===== src/rtl/fast_serial_pkg.sv =====
// Shared types and constants for the fast-serial stream bridge.
package fast_serial_pkg;

    // Start bit + 8 data bits + channel bit.
    localparam int   FRAME_BITS = 10;
    localparam logic IDLE_LEVEL = 1'b1;

    typedef enum logic [1:0] {
        TX_IDLE,
        TX_START,
        TX_DATA,
        TX_CHAN
    } tx_state_t;

    typedef enum logic [1:0] {
        RX_IDLE,
        RX_DATA,
        RX_CHAN
    } rx_state_t;

    // Occupancy ports need one bit more than the pointers so that "full" is representable.
    function automatic int level_width(input int depth_log2);
        return depth_log2 + 1;
    endfunction

endpackage


===== src/rtl/fast_serial_fifo.sv =====
// Synchronous show-ahead FIFO, depth 2^DEPTH_LOG2. Pointers wrap naturally;
// the occupancy counter distinguishes full from empty.
module fast_serial_fifo
    import fast_serial_pkg::*;
#(
    parameter int DEPTH_LOG2 = 4,
    parameter int WIDTH      = 9
) (
    input  logic                                 clk,
    input  logic                                 rst,
    input  logic                                 push,
    input  logic [WIDTH-1:0]                     push_data,
    input  logic                                 pop,
    output logic [WIDTH-1:0]                     head,
    output logic                                 empty,
    output logic                                 full,
    output logic [level_width(DEPTH_LOG2)-1:0]   level
);

    localparam int LW = level_width(DEPTH_LOG2);

    logic [WIDTH-1:0]      mem [2**DEPTH_LOG2];
    logic [DEPTH_LOG2-1:0] wr_ptr;
    logic [DEPTH_LOG2-1:0] rd_ptr;
    logic                  do_push;
    logic                  do_pop;

    assign empty   = (level == '0);
    assign full    = (level == LW'(2**DEPTH_LOG2));
    assign do_push = push & ~full;
    assign do_pop  = pop & ~empty;
    assign head    = mem[rd_ptr];

    // Storage write; contents need no reset since level gates visibility.
    always_ff @(posedge clk) begin
        if (do_push) mem[wr_ptr] <= push_data;
    end

    // Pointer and occupancy bookkeeping; push and pop in one cycle leave level unchanged.
    always_ff @(posedge clk or posedge rst) begin
        if (rst) begin
            wr_ptr <= '0;
            rd_ptr <= '0;
            level  <= '0;
        end else begin
            if (do_push) wr_ptr <= wr_ptr + 1'b1;
            if (do_pop)  rd_ptr <= rd_ptr + 1'b1;
            level <= level + LW'(do_push) - LW'(do_pop);
        end
    end

endmodule


===== src/rtl/fast_serial_stream_bridge.sv =====
// FTDI fast-serial bridge: free-running FSCLK, framed TX and RX with channel bit,
// both directions buffered. Optional macro FAST_SERIAL_LOOPBACK_EN adds i_loopback,
// which feeds o_fsdi back into the RX sampler and forces CTS high.
//
// TX state | meaning (line level shown while in the state)
// TX_IDLE  | line idle high, waiting for data and CTS on an FSCLK fall
// TX_START | start bit (0) on the line
// TX_DATA  | data bits, LSB first
// TX_CHAN  | channel bit on the line, then back to idle
//
// RX state | meaning
// RX_IDLE  | hunting for a 0 sample (start bit)
// RX_DATA  | shifting in 8 data bits, LSB first
// RX_CHAN  | next sample is the channel bit; push or drop on overflow
module fast_serial_stream_bridge
    import fast_serial_pkg::*;
#(
    parameter int CLK_DIV         = 4,
    parameter int FIFO_DEPTH_LOG2 = 4,
    parameter int SYNC_STAGES     = 2
) (
    input  logic                                       i_clk,
    input  logic                                       i_reset,
    output logic                                       o_fsclk,
    output logic                                       o_fsdi,
    input  logic                                       i_fsdo,
    input  logic                                       i_fscts,
    input  logic [7:0]                                 i_tx_data,
    input  logic                                       i_tx_chan,
    input  logic                                       i_tx_valid,
    output logic                                       o_tx_ready,
    output logic [7:0]                                 o_rx_data,
    output logic                                       o_rx_chan,
    output logic                                       o_rx_valid,
    input  logic                                       i_rx_ready,
    output logic [level_width(FIFO_DEPTH_LOG2)-1:0]    o_tx_level,
    output logic [level_width(FIFO_DEPTH_LOG2)-1:0]    o_rx_level,
    output logic                                       o_rx_overflow,
`ifdef FAST_SERIAL_LOOPBACK_EN
    input  logic                                       i_loopback,
`endif
    input  logic                                       i_overflow_clr
);

    // The synchronised FSDO must settle before the rise strobe samples it.
    generate
        if (CLK_DIV < SYNC_STAGES + 1) begin : g_bad_clk_div
            $error("fast_serial_stream_bridge: CLK_DIV must be >= SYNC_STAGES+1");
        end
    endgenerate

    localparam int DIV_W = (CLK_DIV > 1) ? $clog2(CLK_DIV) : 1;

    logic [SYNC_STAGES-1:0] fsdo_sync;
    logic [SYNC_STAGES-1:0] cts_sync;
    logic [DIV_W-1:0]       div_cnt;
    logic                   rise_stb;
    logic                   fall_stb;
    logic                   rx_bit;
    logic                   cts;

    tx_state_t tx_state, tx_state_nxt;
    logic [2:0] tx_idx, tx_idx_nxt;
    logic [8:0] tx_sh, tx_sh_nxt;
    logic       fsdi_nxt;
    logic       tx_pop;
    logic [8:0] tx_head;
    logic       tx_empty;
    logic       tx_full;

    rx_state_t rx_state, rx_state_nxt;
    logic [2:0] rx_idx, rx_idx_nxt;
    logic [7:0] rx_sh, rx_sh_nxt;
    logic       rx_push;
    logic       overflow_set;
    logic [8:0] rx_head;
    logic       rx_empty;
    logic       rx_full;

    // Input synchronisers; FSDO resets to the idle level so no false start is seen.
    always_ff @(posedge i_clk or posedge i_reset) begin
        if (i_reset) begin
            fsdo_sync <= '1;
            cts_sync  <= '0;
        end else begin
            fsdo_sync[0] <= i_fsdo;
            cts_sync[0]  <= i_fscts;
            for (int i = 1; i < SYNC_STAGES; i++) begin
                fsdo_sync[i] <= fsdo_sync[i-1];
                cts_sync[i]  <= cts_sync[i-1];
            end
        end
    end

`ifdef FAST_SERIAL_LOOPBACK_EN
    assign rx_bit = i_loopback ? o_fsdi : fsdo_sync[SYNC_STAGES-1];
    assign cts    = i_loopback | cts_sync[SYNC_STAGES-1];
`else
    assign rx_bit = fsdo_sync[SYNC_STAGES-1];
    assign cts    = cts_sync[SYNC_STAGES-1];
`endif

    // Free-running FSCLK divider; strobes coincide with the new FSCLK level.
    always_ff @(posedge i_clk or posedge i_reset) begin
        if (i_reset) begin
            div_cnt  <= '0;
            o_fsclk  <= 1'b0;
            rise_stb <= 1'b0;
            fall_stb <= 1'b0;
        end else if (div_cnt == DIV_W'(CLK_DIV - 1)) begin
            div_cnt  <= '0;
            o_fsclk  <= ~o_fsclk;
            rise_stb <= ~o_fsclk;
            fall_stb <= o_fsclk;
        end else begin
            div_cnt  <= div_cnt + 1'b1;
            rise_stb <= 1'b0;
            fall_stb <= 1'b0;
        end
    end

    fast_serial_fifo #(.DEPTH_LOG2(FIFO_DEPTH_LOG2), .WIDTH(9)) u_tx_fifo (
        .clk       (i_clk),
        .rst       (i_reset),
        .push      (i_tx_valid),
        .push_data ({i_tx_chan, i_tx_data}),
        .pop       (tx_pop),
        .head      (tx_head),
        .empty     (tx_empty),
        .full      (tx_full),
        .level     (o_tx_level)
    );

    assign o_tx_ready = ~tx_full;

    // TX state register.
    always_ff @(posedge i_clk or posedge i_reset) begin
        if (i_reset) begin
            tx_state <= TX_IDLE;
            tx_idx   <= '0;
            tx_sh    <= '0;
            o_fsdi   <= IDLE_LEVEL;
        end else begin
            tx_state <= tx_state_nxt;
            tx_idx   <= tx_idx_nxt;
            tx_sh    <= tx_sh_nxt;
            o_fsdi   <= fsdi_nxt;
        end
    end

    // TX next state: shift {chan, data} out LSB first, one bit per FSCLK fall.
    always_comb begin
        tx_state_nxt = tx_state;
        tx_idx_nxt   = tx_idx;
        tx_sh_nxt    = tx_sh;
        fsdi_nxt     = o_fsdi;
        tx_pop       = 1'b0;
        if (fall_stb) begin
            case (tx_state)
                TX_IDLE: begin
                    fsdi_nxt = IDLE_LEVEL;
                    if (!tx_empty && cts) begin
                        tx_pop       = 1'b1;
                        tx_sh_nxt    = tx_head;
                        fsdi_nxt     = 1'b0;
                        tx_state_nxt = TX_START;
                    end
                end
                TX_START: begin
                    fsdi_nxt     = tx_sh[0];
                    tx_sh_nxt    = {1'b0, tx_sh[8:1]};
                    tx_idx_nxt   = '0;
                    tx_state_nxt = TX_DATA;
                end
                TX_DATA: begin
                    // After the last data bit the shifter holds the channel bit at bit 0.
                    fsdi_nxt  = tx_sh[0];
                    tx_sh_nxt = {1'b0, tx_sh[8:1]};
                    if (tx_idx == 3'(FRAME_BITS - 3)) tx_state_nxt = TX_CHAN;
                    else                              tx_idx_nxt   = tx_idx + 1'b1;
                end
                default: begin
                    fsdi_nxt     = IDLE_LEVEL;
                    tx_state_nxt = TX_IDLE;
                end
            endcase
        end
    end

    // RX state register.
    always_ff @(posedge i_clk or posedge i_reset) begin
        if (i_reset) begin
            rx_state <= RX_IDLE;
            rx_idx   <= '0;
            rx_sh    <= '0;
        end else begin
            rx_state <= rx_state_nxt;
            rx_idx   <= rx_idx_nxt;
            rx_sh    <= rx_sh_nxt;
        end
    end

    // RX next state: sample on FSCLK rise, push the frame or flag an overflow.
    always_comb begin
        rx_state_nxt = rx_state;
        rx_idx_nxt   = rx_idx;
        rx_sh_nxt    = rx_sh;
        rx_push      = 1'b0;
        overflow_set = 1'b0;
        if (rise_stb) begin
            case (rx_state)
                RX_IDLE: begin
                    if (rx_bit == 1'b0) begin
                        rx_idx_nxt   = '0;
                        rx_state_nxt = RX_DATA;
                    end
                end
                RX_DATA: begin
                    rx_sh_nxt = {rx_bit, rx_sh[7:1]};
                    if (rx_idx == 3'(FRAME_BITS - 3)) rx_state_nxt = RX_CHAN;
                    else                              rx_idx_nxt   = rx_idx + 1'b1;
                end
                default: begin
                    if (rx_full) overflow_set = 1'b1;
                    else         rx_push      = 1'b1;
                    rx_state_nxt = RX_IDLE;
                end
            endcase
        end
    end

    fast_serial_fifo #(.DEPTH_LOG2(FIFO_DEPTH_LOG2), .WIDTH(9)) u_rx_fifo (
        .clk       (i_clk),
        .rst       (i_reset),
        .push      (rx_push),
        .push_data ({rx_bit, rx_sh}),
        .pop       (i_rx_ready),
        .head      (rx_head),
        .empty     (rx_empty),
        .full      (rx_full),
        .level     (o_rx_level)
    );

    assign o_rx_valid = ~rx_empty;
    assign o_rx_chan  = rx_head[8];
    assign o_rx_data  = rx_head[7:0];

    // Sticky overflow flag; a set wins over a simultaneous clear.
    always_ff @(posedge i_clk or posedge i_reset) begin
        if (i_reset)             o_rx_overflow <= 1'b0;
        else if (overflow_set)   o_rx_overflow <= 1'b1;
        else if (i_overflow_clr) o_rx_overflow <= 1'b0;
    end

endmodule


===== config.mk =====
export PLATFORM = sky130hd
export DESIGN_NAME = fast_serial_stream_bridge
export DESIGN_NICKNAME = d
export VERILOG_FILES = /design/src/rtl/fast_serial_pkg.sv /design/src/rtl/fast_serial_fifo.sv /design/src/rtl/fast_serial_stream_bridge.sv
export SDC_FILE = /design/constraint.sdc
export NUM_CORES = 1
export LEC_CHECK = 0
export ABC_AREA = 1
export ABC_CLOCK_PERIOD_IN_PS = 2500
export CAP_MARGIN = 25
export CORE_MARGIN = 2
export CORE_UTILIZATION = 44
export CTS_CLUSTER_DIAMETER = 30
export CTS_CLUSTER_SIZE = 16
export DETAILED_ROUTE_END_ITERATION = 8
export GPL_TIMING_DRIVEN = 0
export MAX_ROUTING_LAYER = met4
export PLACE_DENSITY_LB_ADDON = 0.3
export SLEW_MARGIN = 0
export SYNTH_ARGS = -nofsm -noshare
export SYNTH_HDL_FRONTEND = slang
export SYNTH_SLANG_ARGS = --single-unit

===== constraint.sdc =====
create_clock -name i_clk -period 2.5 [get_ports i_clk]
set_input_delay 0.5 -clock i_clk [delete_from_list [all_inputs] [get_ports i_clk]]
set_output_delay 0.5 -clock i_clk [all_outputs]
set_load 0.01 [all_outputs]

==> results of run 1 <==
## stage by stage
step | power (W) | util | hold WS, ns | setup WS (ns) | setup TNS, ns
after floorplan | 0.0115 | - | 0.331 | 0.0582 | 0
after global placement | 0.0139 | 0.475 | 0.334 | -0.857 | -60.11
after detailed placement | 0.0140 | 0.475 | 0.341 | -0.270 | -8.63
after CTS | 0.0236 | 0.551 | 0.327 | -0.217 | -1.54
after global routing | 0.0250 | 0.558 | 0.334 | -0.328 | -2.64
final | 0.0239 | 0.558 | 0.343 | -0.256 | -1.76
## layer usage
layer,vias up,part of all wire,track usage
met5,-,0,-
met4,0,0.028,0.0805
met3,90,0.077,0.0458
met2,429,0.47,0.339
met1,5051,0.43,0.287
li1,4798,-,-
## layout make-up
class                           instances  area (sq um)  area share
Inverter                              129           499      0.0267
Sequential cell                       352         10300       0.548
Buffer                                 56           475      0.0254
Tap cell                              448           561      0.0300
Timing Repair Buffer                   59           527      0.0281
Clock buffer                           76          1750      0.0937
Clock inverter                         48           632      0.0338
Multi-Input combinational cell        792          4010       0.214
## registers in the layout, summed over array words and instances (netlist names), 2 cells and up
name	cells
u_rx_fifo.mem	144
tx_idx	3
rx_state	2
tx_sh	9
u_rx_fifo.rd_ptr	4
div_cnt	2
u_rx_fifo.level	5
tx_state	2
rx_sh	8
u_rx_fifo.wr_ptr	4
rx_idx	3
u_tx_fifo.level	5
u_tx_fifo.wr_ptr	4
cts_sync	2
u_tx_fifo.rd_ptr	4
fsdo_sync	2
u_tx_fifo.mem	144
## logic make-up after synthesis
kind of cell	share of synthesized area
compound gates	0.0607
fa+ha+maj	0.0286
flops	0.684
xor+xnor	0.0123
buf+inv	0.0568
simple gates	0.157
## power groups by stage
| stage | registers, W | logic [W] | clock network [W] |
|---|---|---|---|
| after floorplan | 0.00740 | 0.00410 | 0 |
| after global routing | 0.00746 | 0.00784 | 0.00967 |
| after CTS | 0.00740 | 0.00679 | 0.00937 |
| final | 0.00739 | 0.00718 | 0.00931 |
| after global placement | 0.00747 | 0.00643 | 0 |
| after detailed placement | 0.00749 | 0.00654 | 0 |
## worst min-delay path by stage
stage	start	to	slack, ns	cells past startpoint
after CTS	i_fsdo	fsdo_sync[0]$_DFF_PP1_	0.33	1
after global routing	i_fsdo	fsdo_sync[0]$_DFF_PP1_	0.33	1
after detailed placement	cts_sync[0]$_DFF_PP0_	cts_sync[1]$_DFF_PP0_	0.34	0
after global placement	cts_sync[0]$_DFF_PP0_	cts_sync[1]$_DFF_PP0_	0.33	0
final	i_fsdo	fsdo_sync[0]$_DFF_PP1_	0.34	1
after floorplan	cts_sync[0]$_DFF_PP0_	cts_sync[1]$_DFF_PP0_	0.33	0
## placed cells by master (no fill, tap or decap), types with 30 or more instances in the layout
cell	synthesis	layout
clkbuf_16	0	70
clkdlybuf4s50_1	0	30
dfrtp_1	61	60
edfxtp_1	288	288
inv_1	121	114
nand2_1	284	283
nand3_1	111	111
nor2_1	175	145
o211ai_1	36	36
o21ai_0	86	72
## timing repair
action	CTS	global route
gates resized for setup	90	61
hold buffers	0	0
pin swaps	22	26
endpoints found under the setup margin	28	237
endpoints found under the hold margin	0	0
setup buffers	7	12
==> summary.txt, run 1 <==
VDD IR max: 0.717 mV
# port buffers: 39
reg2reg end: u_tx_fifo.level[4]$_DFF_PP0_
Final Max Slew Viols: 0
count leader, synth: edfxtp_1
Mapped Nets: 1,379
DRT Wirelength: 37.4 mm
initial antenna violation count: 0
die width: 189 um
Comb pwr share: 0.301
worst flop-to-flop path startpoint: u_tx_fifo.level[2]$_DFF_PP0_
row count: 67
status: finished with violations
FILL cells: 2,754
# DRC: 0
Final Cell Area: 18,700 sq um
DRT iter0 DRCs: 1,100
worst slew pin tran: 0.905 ns
HPWL Detailed: 23.2 mm
leakage power: 7.46 nW
Num Clock Sinks: 352
full die area: 35,500 sq um
max frequency: 363 MHz
Post-synth EDFFs: 288
number of global-route vias before repair: 10,200
Cell Chain, Critical Path: buf_6 > clkbuf_8 > o21ai_0 > o211ai_1 > nand3_1 > nand2_1 > buf_2
total net switching power: 0.00821 W
nets: 1,508
H-tree lvl count: 3
Post-Synthesis Cell Area: 15,000 sq um
critical path's largest stage delay: 0.40 ns
Yosys reg bits: 352
layout cell share with drive strength beyond 1: 0.166
Total GRT Usage: 0.219
CTS tree: yes
area grow syn2layout: 24.9%
Post-DRT Antenna Nets: 0
Flop pwr share: 0.310
Max-Cap Viols: 0
first-pass GRT wire length: 57.5 mm
post-synth top area share: 0.577
clock power share: 0.390
critical path launch point: u_rx_fifo.rd_ptr[1]$_DFFE_PP0P_
Tcrit/Tclk final: 1.10
router iterations before antenna repair: 5
initial core utilization: 0.447
Inst Count DP: 1,817
worst path required time: 2.00 ns
post-synthesis sequential area ratio: 0.684
Unique masters post-synth: 36
clk_lat worst skew: 0.58 ns
RSZ-0062 raised after global routing: true
# diodes: 0
synth warn: 0
endpoint class of the critical path: primary output
Switching Fraction: 0.344
via count: 10,400
IO Count: 40
clock root buffer: clkbuf_16
CTS buffer count: 69
worst-case reg-to-reg path depth: 13
WP depth: 7
Area contributors post-synth: edfxtp_1 (58%), dfrtp_1 (10%), nand2_1 (7.1%)
buffers and inverters on the worst path: 3
vias per cell: 5.29
pin count of the biggest net entering global routing: 65
Syn Inst Count: 1,330
crit path kind: reg -> out
leading area contributor after synthesis: edfxtp_1
Post-Layout Cell Count: 1,960
CP max FO: 10
Longest Clk Path Bufs: 3
Clk pin slew, worst setup/hold paths: 0.05 ns
Die Y: 189 um
main flop type after synthesis: edfxtp_1
Setup violations, final: 9
Avg Cell Area, Syn: 11.3 sq um
failing checks: setup timing
wire per inst: 19.1 um
Max stage delay cell, worst path: dfrtp_1
Worst R2R Setup Slack: 0.12 ns
GPL Wtd Cong: 0.916
gr ovfl total: 0
nature of the critical path startpoint: flop
Slew headroom: 0.395
Cell Area, Placed: 15,900 sq um
critical path data arrival time: 2.26 ns
internal power: 0.0157 W
final hold violations: 0
core area: 33,500 sq um
Pwr Density: 1280 nW/um^2
Worst Hold Class: in -> reg
Worst Setup EP: o_rx_data[3]
delay-heaviest family, CP: buffers and inverters
Final min period: 2.76 ns
commonest cells in the netlist: edfxtp_1 (288), nand2_1 (284), nor2_1 (175), inv_1 (121), nand3_1 (111)
Final WS setup: -0.256 ns
worst clock skew: 0.0333 ns
Async SR Flop Fraction: 0.182
No activity file was read; power rests on OpenSTA's default activity.
==> inputs of run 2 (changes only) <==
--- a/config.mk
+++ b/config.mk
@@ -16,7 +16,7 @@
 export GPL_TIMING_DRIVEN = 0
 export MAX_ROUTING_LAYER = met4
 export PLACE_DENSITY_LB_ADDON = 0.3
-export SLEW_MARGIN = 0
+export SLEW_MARGIN = 20
 export SYNTH_ARGS = -nofsm -noshare
 export SYNTH_HDL_FRONTEND = slang
 export SYNTH_SLANG_ARGS = --single-unit
==> run 2 against run 1 <==
Net effect: the run still ends with setup timing left; clock skew down 0.0071 ns; design area up 2.7%; hold slack worse by 0.15 ns; setup slack worse by 0.028 ns; sequential share of layout area down 1.4 points; critical endpoint unchanged; critical path type unchanged; global-route usage up 0.39 points.
==> summary.txt, run 2 (synthesis gave the netlist of run 1 again) <==
endpoint class of the critical path: primary output
gr ovfl total: 0 (unchanged)
# port buffers: 39 (unchanged)
IO Count: 40 (unchanged)
RSZ-0062 raised after global routing: true
commonest non-fill, non-tap cell in the layout: edfxtp_1
area grow syn2layout: 28.2%
CP max FO: 10 (unchanged)
Final WS setup: -0.284 ns (-0.0275 ns)
# diodes: 0 (unchanged)
router iterations before antenna repair: 5 (unchanged)
HPWL Detailed: 23.3 mm (+0.41%)
number of global-route vias before repair: 10,400 (+2.9%)
hold_buf cts: 0 (unchanged)
# DRC: 0 (unchanged)
vias per cell: 5.33 (+0.69%)
via count: 10,600 (+2.6%)
Longest Clk Path Bufs: 3 (unchanged)
final hold violations: 0 (unchanged)
layout cell share with drive strength beyond 1: 0.203 (+0.0374)
DRT iter0 DRCs: 1,127 (+2.5%)
Total GRT Usage: 0.223 (+0.00388)
CTS buffer count: 70 (+1.4%)
GPL Wtd Cong: 0.916 (unchanged)
critical path data arrival time: 2.28 ns (+0.02 ns)
worst path required time: 2.00 ns (about the same)
multi-input logic area: 4130 sq um (+2.8%)
FF+latch area: 10,300 sq um (unchanged)
leakage power: 7.69 nW (+3.2%)
nets: 1,542 (+2.3%)
Max-Cap Viols: 0 (unchanged)
crit path kind: reg -> out
DRT Wirelength: 38.8 mm (+4.0%)
Post-DRT Antenna Nets: 0 (unchanged)
Comb pwr share: 0.317 (+0.016)
fin util: 0.573 (+0.0150)
clock power share: 0.383 (-0.007)
core area: 33,500 sq um (unchanged)
initial antenna violation count: 0 (unchanged)
Switching Fraction: 0.342 (-0.00168)
H-tree lvl count: 3 (unchanged)
wire per inst: 19.4 um (+2.0%)
Slew headroom: 0.378 (-0.0164)
CTS tree: yes
full die area: 35,500 sq um (unchanged)
Num Clock Sinks: 352 (unchanged)
clock root buffer: clkbuf_16
initial core utilization: 0.447 (unchanged)
Clk pin slew, worst setup/hold paths: 0.05 ns (about the same)
Regs by FF count: u_rx_fifo.mem x144, u_tx_fifo.mem x144, tx_sh x9
total net switching power: 0.00845 W (+2.9%)
FILL cells: 2,669 (-3.1%)
worst slew pin tran: 0.929 ns (+0.0245 ns)
VDD IR max: 0.730 mV (+1.9%)
Die Y: 189 um (unchanged)
Worst Hold Class: in -> async
Final min period: 2.78 ns (+0.0275 ns)
nature of the critical path startpoint: flop
first-pass GRT wire length: 58.8 mm (+2.2%)
internal power: 0.0163 W (+3.7%)
Tcrit/Tclk final: 1.11 (+0.0110)
Pwr Density: 1290 nW/um^2 (+0.73%)
worst clock skew: 0.0262 ns (-0.00708 ns)
clk_lat worst skew: 0.57 ns (about the same)
pin count of the biggest net entering global routing: 55 (-15%)
Final Max Slew Viols: 0 (unchanged)
row count: 67 (unchanged)
Power Total: 0.0247 W (+3.4%)
die width: 189 um (unchanged)
commonest cells after routing, fill and taps aside: edfxtp_1 (288), nand2_1 (283), nor2_1 (128), inv_1 (112), nand3_1 (111)
Flop pwr share: 0.300 (-0.010)
status: finished with violations
Setup violations, final: 9 (unchanged)
max frequency: 359 MHz (-0.99%)
failing checks: setup timing
==> run 2: per-layer routing <==
metal,part of all wire,GRT usage,vias up
met5,0,-,-
met4,0.031,0.0934,0
met3,0.080,0.0438,104
met2,0.47,0.346,522
met1,0.42,0.289,5147
li1,-,-,4864
==> run 2: path summary, 6_finish.rpt <==
path / start / cells past startpoint / slack (ns) / endpoint
min: i_reset / 2 / 0.20 / div_cnt[1]$_DFF_PP0_
min in group i_clk: i_fsdo / 1 / 0.35 / fsdo_sync[0]$_DFF_PP1_
max: u_rx_fifo.rd_ptr[1]$_DFFE_PP0P_ / 7 / -0.28 / o_rx_data[3]
min reg2reg: cts_sync[0]$_DFF_PP0_ / 0 / 0.35 / cts_sync[1]$_DFF_PP0_
max reg2reg: u_tx_fifo.level[3]$_DFF_PP0_ / 16 / 0.03 / u_tx_fifo.rd_ptr[3]$_DFFE_PP0P_
max in group asynchronous: i_reset / 3 / 1.73 / o_fsdi$_DFFE_PP1P_
==> run 2: power groups by stage <==
stage	logic (W)	clock network, W	registers (W)
2_1_floorplan	0.00410	0	0.00740
3_3_place_gp	0.00643	0	0.00747
3_5_place_dp	0.00654	0	0.00749
4_1_cts	0.00725	0.00951	0.00740
5_1_grt	0.00849	0.00981	0.00748
6_report	0.00783	0.00946	0.00742
==> run 2: what timing repair did <==
action / CTS / global route
pin swaps: 25 / 43
setup buffers: 29 / 20
gates resized for setup: 121 / 96
setup endpoints to repair: 22 / 243
cloned: 4 / 0
==> run 2: final cells by class <==
cell class                 instances  share of cell area
buffer                            55              0.0249
clock buffer                      77              0.0936
clock inverter                    51              0.0321
sequential                       352               0.534
timing repair buffer              92              0.0443
tap                              448              0.0292
multi-input combinational        792               0.215
inverter                         129              0.0268
timing repair inverter             1            0.000846
==> run 2: worst max-delay path, cell delays in order, from the launching register on <==
cell and delay [ns]:
dfrtp_1 0.44, buf_6 0.18, clkbuf_8 0.19, o21ai_1 0.08, o211ai_1 0.33, nand3_1 0.21
nand2_1 0.14, buf_2 0.14
==> run 2: through the flow <==
| step | hold slack [ns] | setup TNS [ns] | cell area (sq um) | worst slack (ns) | cells |
|---|---|---|---|---|---|
| finish | 0.196 | -2.03 | 19200 | -0.284 | 1997 |
| global route | 0.199 | -2.66 | 19200 | -0.350 | 1997 |
| CTS | 0.189 | -1.31 | 18900 | -0.173 | 1979 |
| detailed placement | 0.343 | -9.18 | 16000 | -0.266 | 1818 |
| global placement | 0.334 | -60.11 | 15900 | -0.857 | 1817 |
| floorplan | 0.331 | 0 | 15000 | 0.0582 | 1330 |
==> inputs of run 3 (changes only) <==
--- a/config.mk
+++ b/config.mk
@@ -8,7 +8,6 @@
 export ABC_AREA = 1
 export ABC_CLOCK_PERIOD_IN_PS = 2500
 export CAP_MARGIN = 25
-export CORE_MARGIN = 2
 export CORE_UTILIZATION = 44
 export CTS_CLUSTER_DIAMETER = 30
 export CTS_CLUSTER_SIZE = 16
==> run 3 against run 2 <==
Net effect: the run still ends with setup timing left; non-clock buffer count decreased by 19; first-iteration DRC count decreased by 15%; combinational power decreased by 6.5%; largest cell class unchanged; highest routed layer unchanged.
==> summary.txt, run 3 (synthesis gave the netlist of run 1 again) <==
Post-DRT Antenna Nets: 0 (unchanged)
uppermost layer routed: met4
worst slew pin tran: 1.02 ns (+0.0903 ns)
Pwr Density: 1290 nW/um^2 (+0.37%)
hold_buf cts: 0 (unchanged)
commonest cells after routing, fill and taps aside: edfxtp_1 (288), nand2_1 (282), nor2_1 (157), inv_1 (114), nand3_1 (111)
commonest non-fill, non-tap cell in the layout: edfxtp_1
die width: 187 um (-1.1%)
via count: 10,300 (-3.3%)
final hold violations: 0 (unchanged)
gr ovfl total: 0 (unchanged)
router iterations before antenna repair: 5 (unchanged)
Num Clock Sinks: 352 (unchanged)
met1 WL: 15.7 mm (-2.8%)
Die Y: 187 um (-1.1%)
Post-Layout Cell Count: 1,979 (-0.90%)
Setup TNS Final: -1.83 ns (+0.195 ns)
layout cell share with drive strength beyond 1: 0.172 (-0.0316)
Total GRT Usage: 0.220 (-0.00260)
H-tree lvl count: 3 (unchanged)
Longest Clk Path Bufs: 3 (unchanged)
worst clock skew: 0.0226 ns (-0.00361 ns)
met3 routed WL: 2.58 mm (-16%)
GPL Wtd Cong: 0.887 (-3.1%)
pin count of the biggest net entering global routing: 57 (+3.6%)
# diodes: 0 (unchanged)
Final Max Slew Viols: 0 (unchanged)
area grow syn2layout: 26.5%
max frequency: 357 MHz (-0.58%)
Regs by FF count: u_rx_fifo.mem x144, u_tx_fifo.mem x144, tx_sh x9
RSZ-0062 raised after global routing: true
Power Total: 0.0245 W (-0.99%)
metal2 WL: 17.3 mm (-5.9%)
critical path launch point: u_rx_fifo.rd_ptr[0]$_DFFE_PP0P_
initial antenna violation count: 0 (unchanged)
Final min period: 2.80 ns (+0.0163 ns)
worst path required time: 2.00 ns (about the same)
FILL cells: 2,750 (+3.0%)
Inst Count DP: 1,818 (unchanged)
HPWL Detailed: 22.9 mm (-1.8%)
IO Count: 40 (unchanged)
Tcrit/Tclk final: 1.12 (+0.00650)
initial core utilization: 0.447 (unchanged)
critical path data arrival time: 2.30 ns (+0.02 ns)
worst flop-to-flop path startpoint: u_rx_fifo.level[2]$_DFF_PP0_
vias per cell: 5.20 (-2.4%)
wire per inst: 18.6 um (-4.3%)
CTS tree: yes
row count: 67 (unchanged)
Worst Hold Class: in -> async
crit path kind: reg -> out
first-pass GRT wire length: 56.8 mm (-3.4%)
fin util: 0.565 (-0.00780)
clk_lat worst skew: 0.58 ns (about the same)
endpoint class of the critical path: primary output
Clk pin slew, worst setup/hold paths: 0.05 ns (about the same)
nets: 1,525 (-1.1%)
Final WS setup: -0.300 ns (-0.0163 ns)
CP max FO: 10 (unchanged)
number of global-route vias before repair: 10,100 (-3.1%)
Setup violations, final: 9 (unchanged)
# DRC: 0 (unchanged)
CTS buffer count: 72 (+2.9%)
Slew headroom: 0.318 (-0.0604)
Max-Cap Viols: 0 (unchanged)
Worst Hold Slack: 0.187 ns (-0.00868 ns)
leakage power: 7.62 nW (-0.91%)
status: finished with violations
failing checks: setup timing
core area: 33,500 sq um (unchanged)
DRT Wirelength: 36.8 mm (-5.2%)
DRT iter0 DRCs: 959 (-15%)
nature of the critical path startpoint: flop
VDD IR max: 0.897 mV (+23%)
clock root buffer: clkbuf_16
# port buffers: 39 (unchanged)
full die area: 34,800 sq um (-2.1%)
-- run 3: cell types whose count changed in the layout (fill, tap and decap cells not counted), sizes merged --
cell,delta
buf,-18
bufinv,-1
inv,+2
clkinv,-9
clkbuf,+8
-- run 3: metrics by stage --
stage / worst slack, ns / area [sq um]
after global routing: -0.342 / 19000
final: -0.300 / 19000
after CTS: -0.278 / 18700
after global placement: -0.824 / 15900
after detailed placement: -0.296 / 16000
after floorplan: 0.0582 / 15000
-- run 3: final cells by class --
class                   instances  area [sq um]  area share
multi-input cells             792          3990       0.210
repair buffers                 72           688      0.0363
clock inverters                43           523      0.0276
flip-flops and latches        352         10300       0.541
repair inverters                1          8.76    0.000462
inverters                     129           500      0.0264
well taps                     448           561      0.0296
plain buffers                  56           453      0.0239
clock buffers                  86          1980       0.105
-- run 3: final timing paths --
check	slack, ns	to	cells past startpoint
min in group i_clk	0.34	cts_sync[1]$_DFF_PP0_	0
max in group asynchronous	1.78	o_fsdi$_DFFE_PP1P_	3
hold reg to reg	0.34	cts_sync[1]$_DFF_PP0_	0
setup reg to reg	0.09	u_rx_fifo.mem[5][4]$_DFFE_PP_	7
hold / removal	0.19	u_tx_fifo.level[3]$_DFF_PP0_	2
setup / recovery	-0.30	o_rx_data[3]	7
-- run 3: power by group --
part / internal, W / leakage, nW / switching, W
Combinational: 0.00275 / 3.03 / 0.00457
Sequential: 0.00700 / 3.38 / 0.000398
Clock: 0.00661 / 1.21 / 0.00313
-- run 3: what timing repair did --
item / 4_1_cts / 5_1_grt
gates cloned: 0 / 2
pin swaps: 22 / 23
gates resized for setup: 100 / 36
endpoints found under the setup margin: 38 / 209
buffers inserted: 15 / 16
-- run 3: layer usage --
metal	global-route usage	up-vias
met5	-	-
met4	0.0921	0
met3	0.0421	99
met2	0.341	412
met1	0.286	4947
li1	-	4826
-- run 3: worst max-delay path, cell delays in order, from the launching register on --
cell	delay [ns]
dfrtp_2	0.41
buf_12	0.16
clkbuf_8	0.19
o21ai_0	0.11
o211ai_1	0.36
nand3_1	0.22
nand2_1	0.13
buf_2	0.13
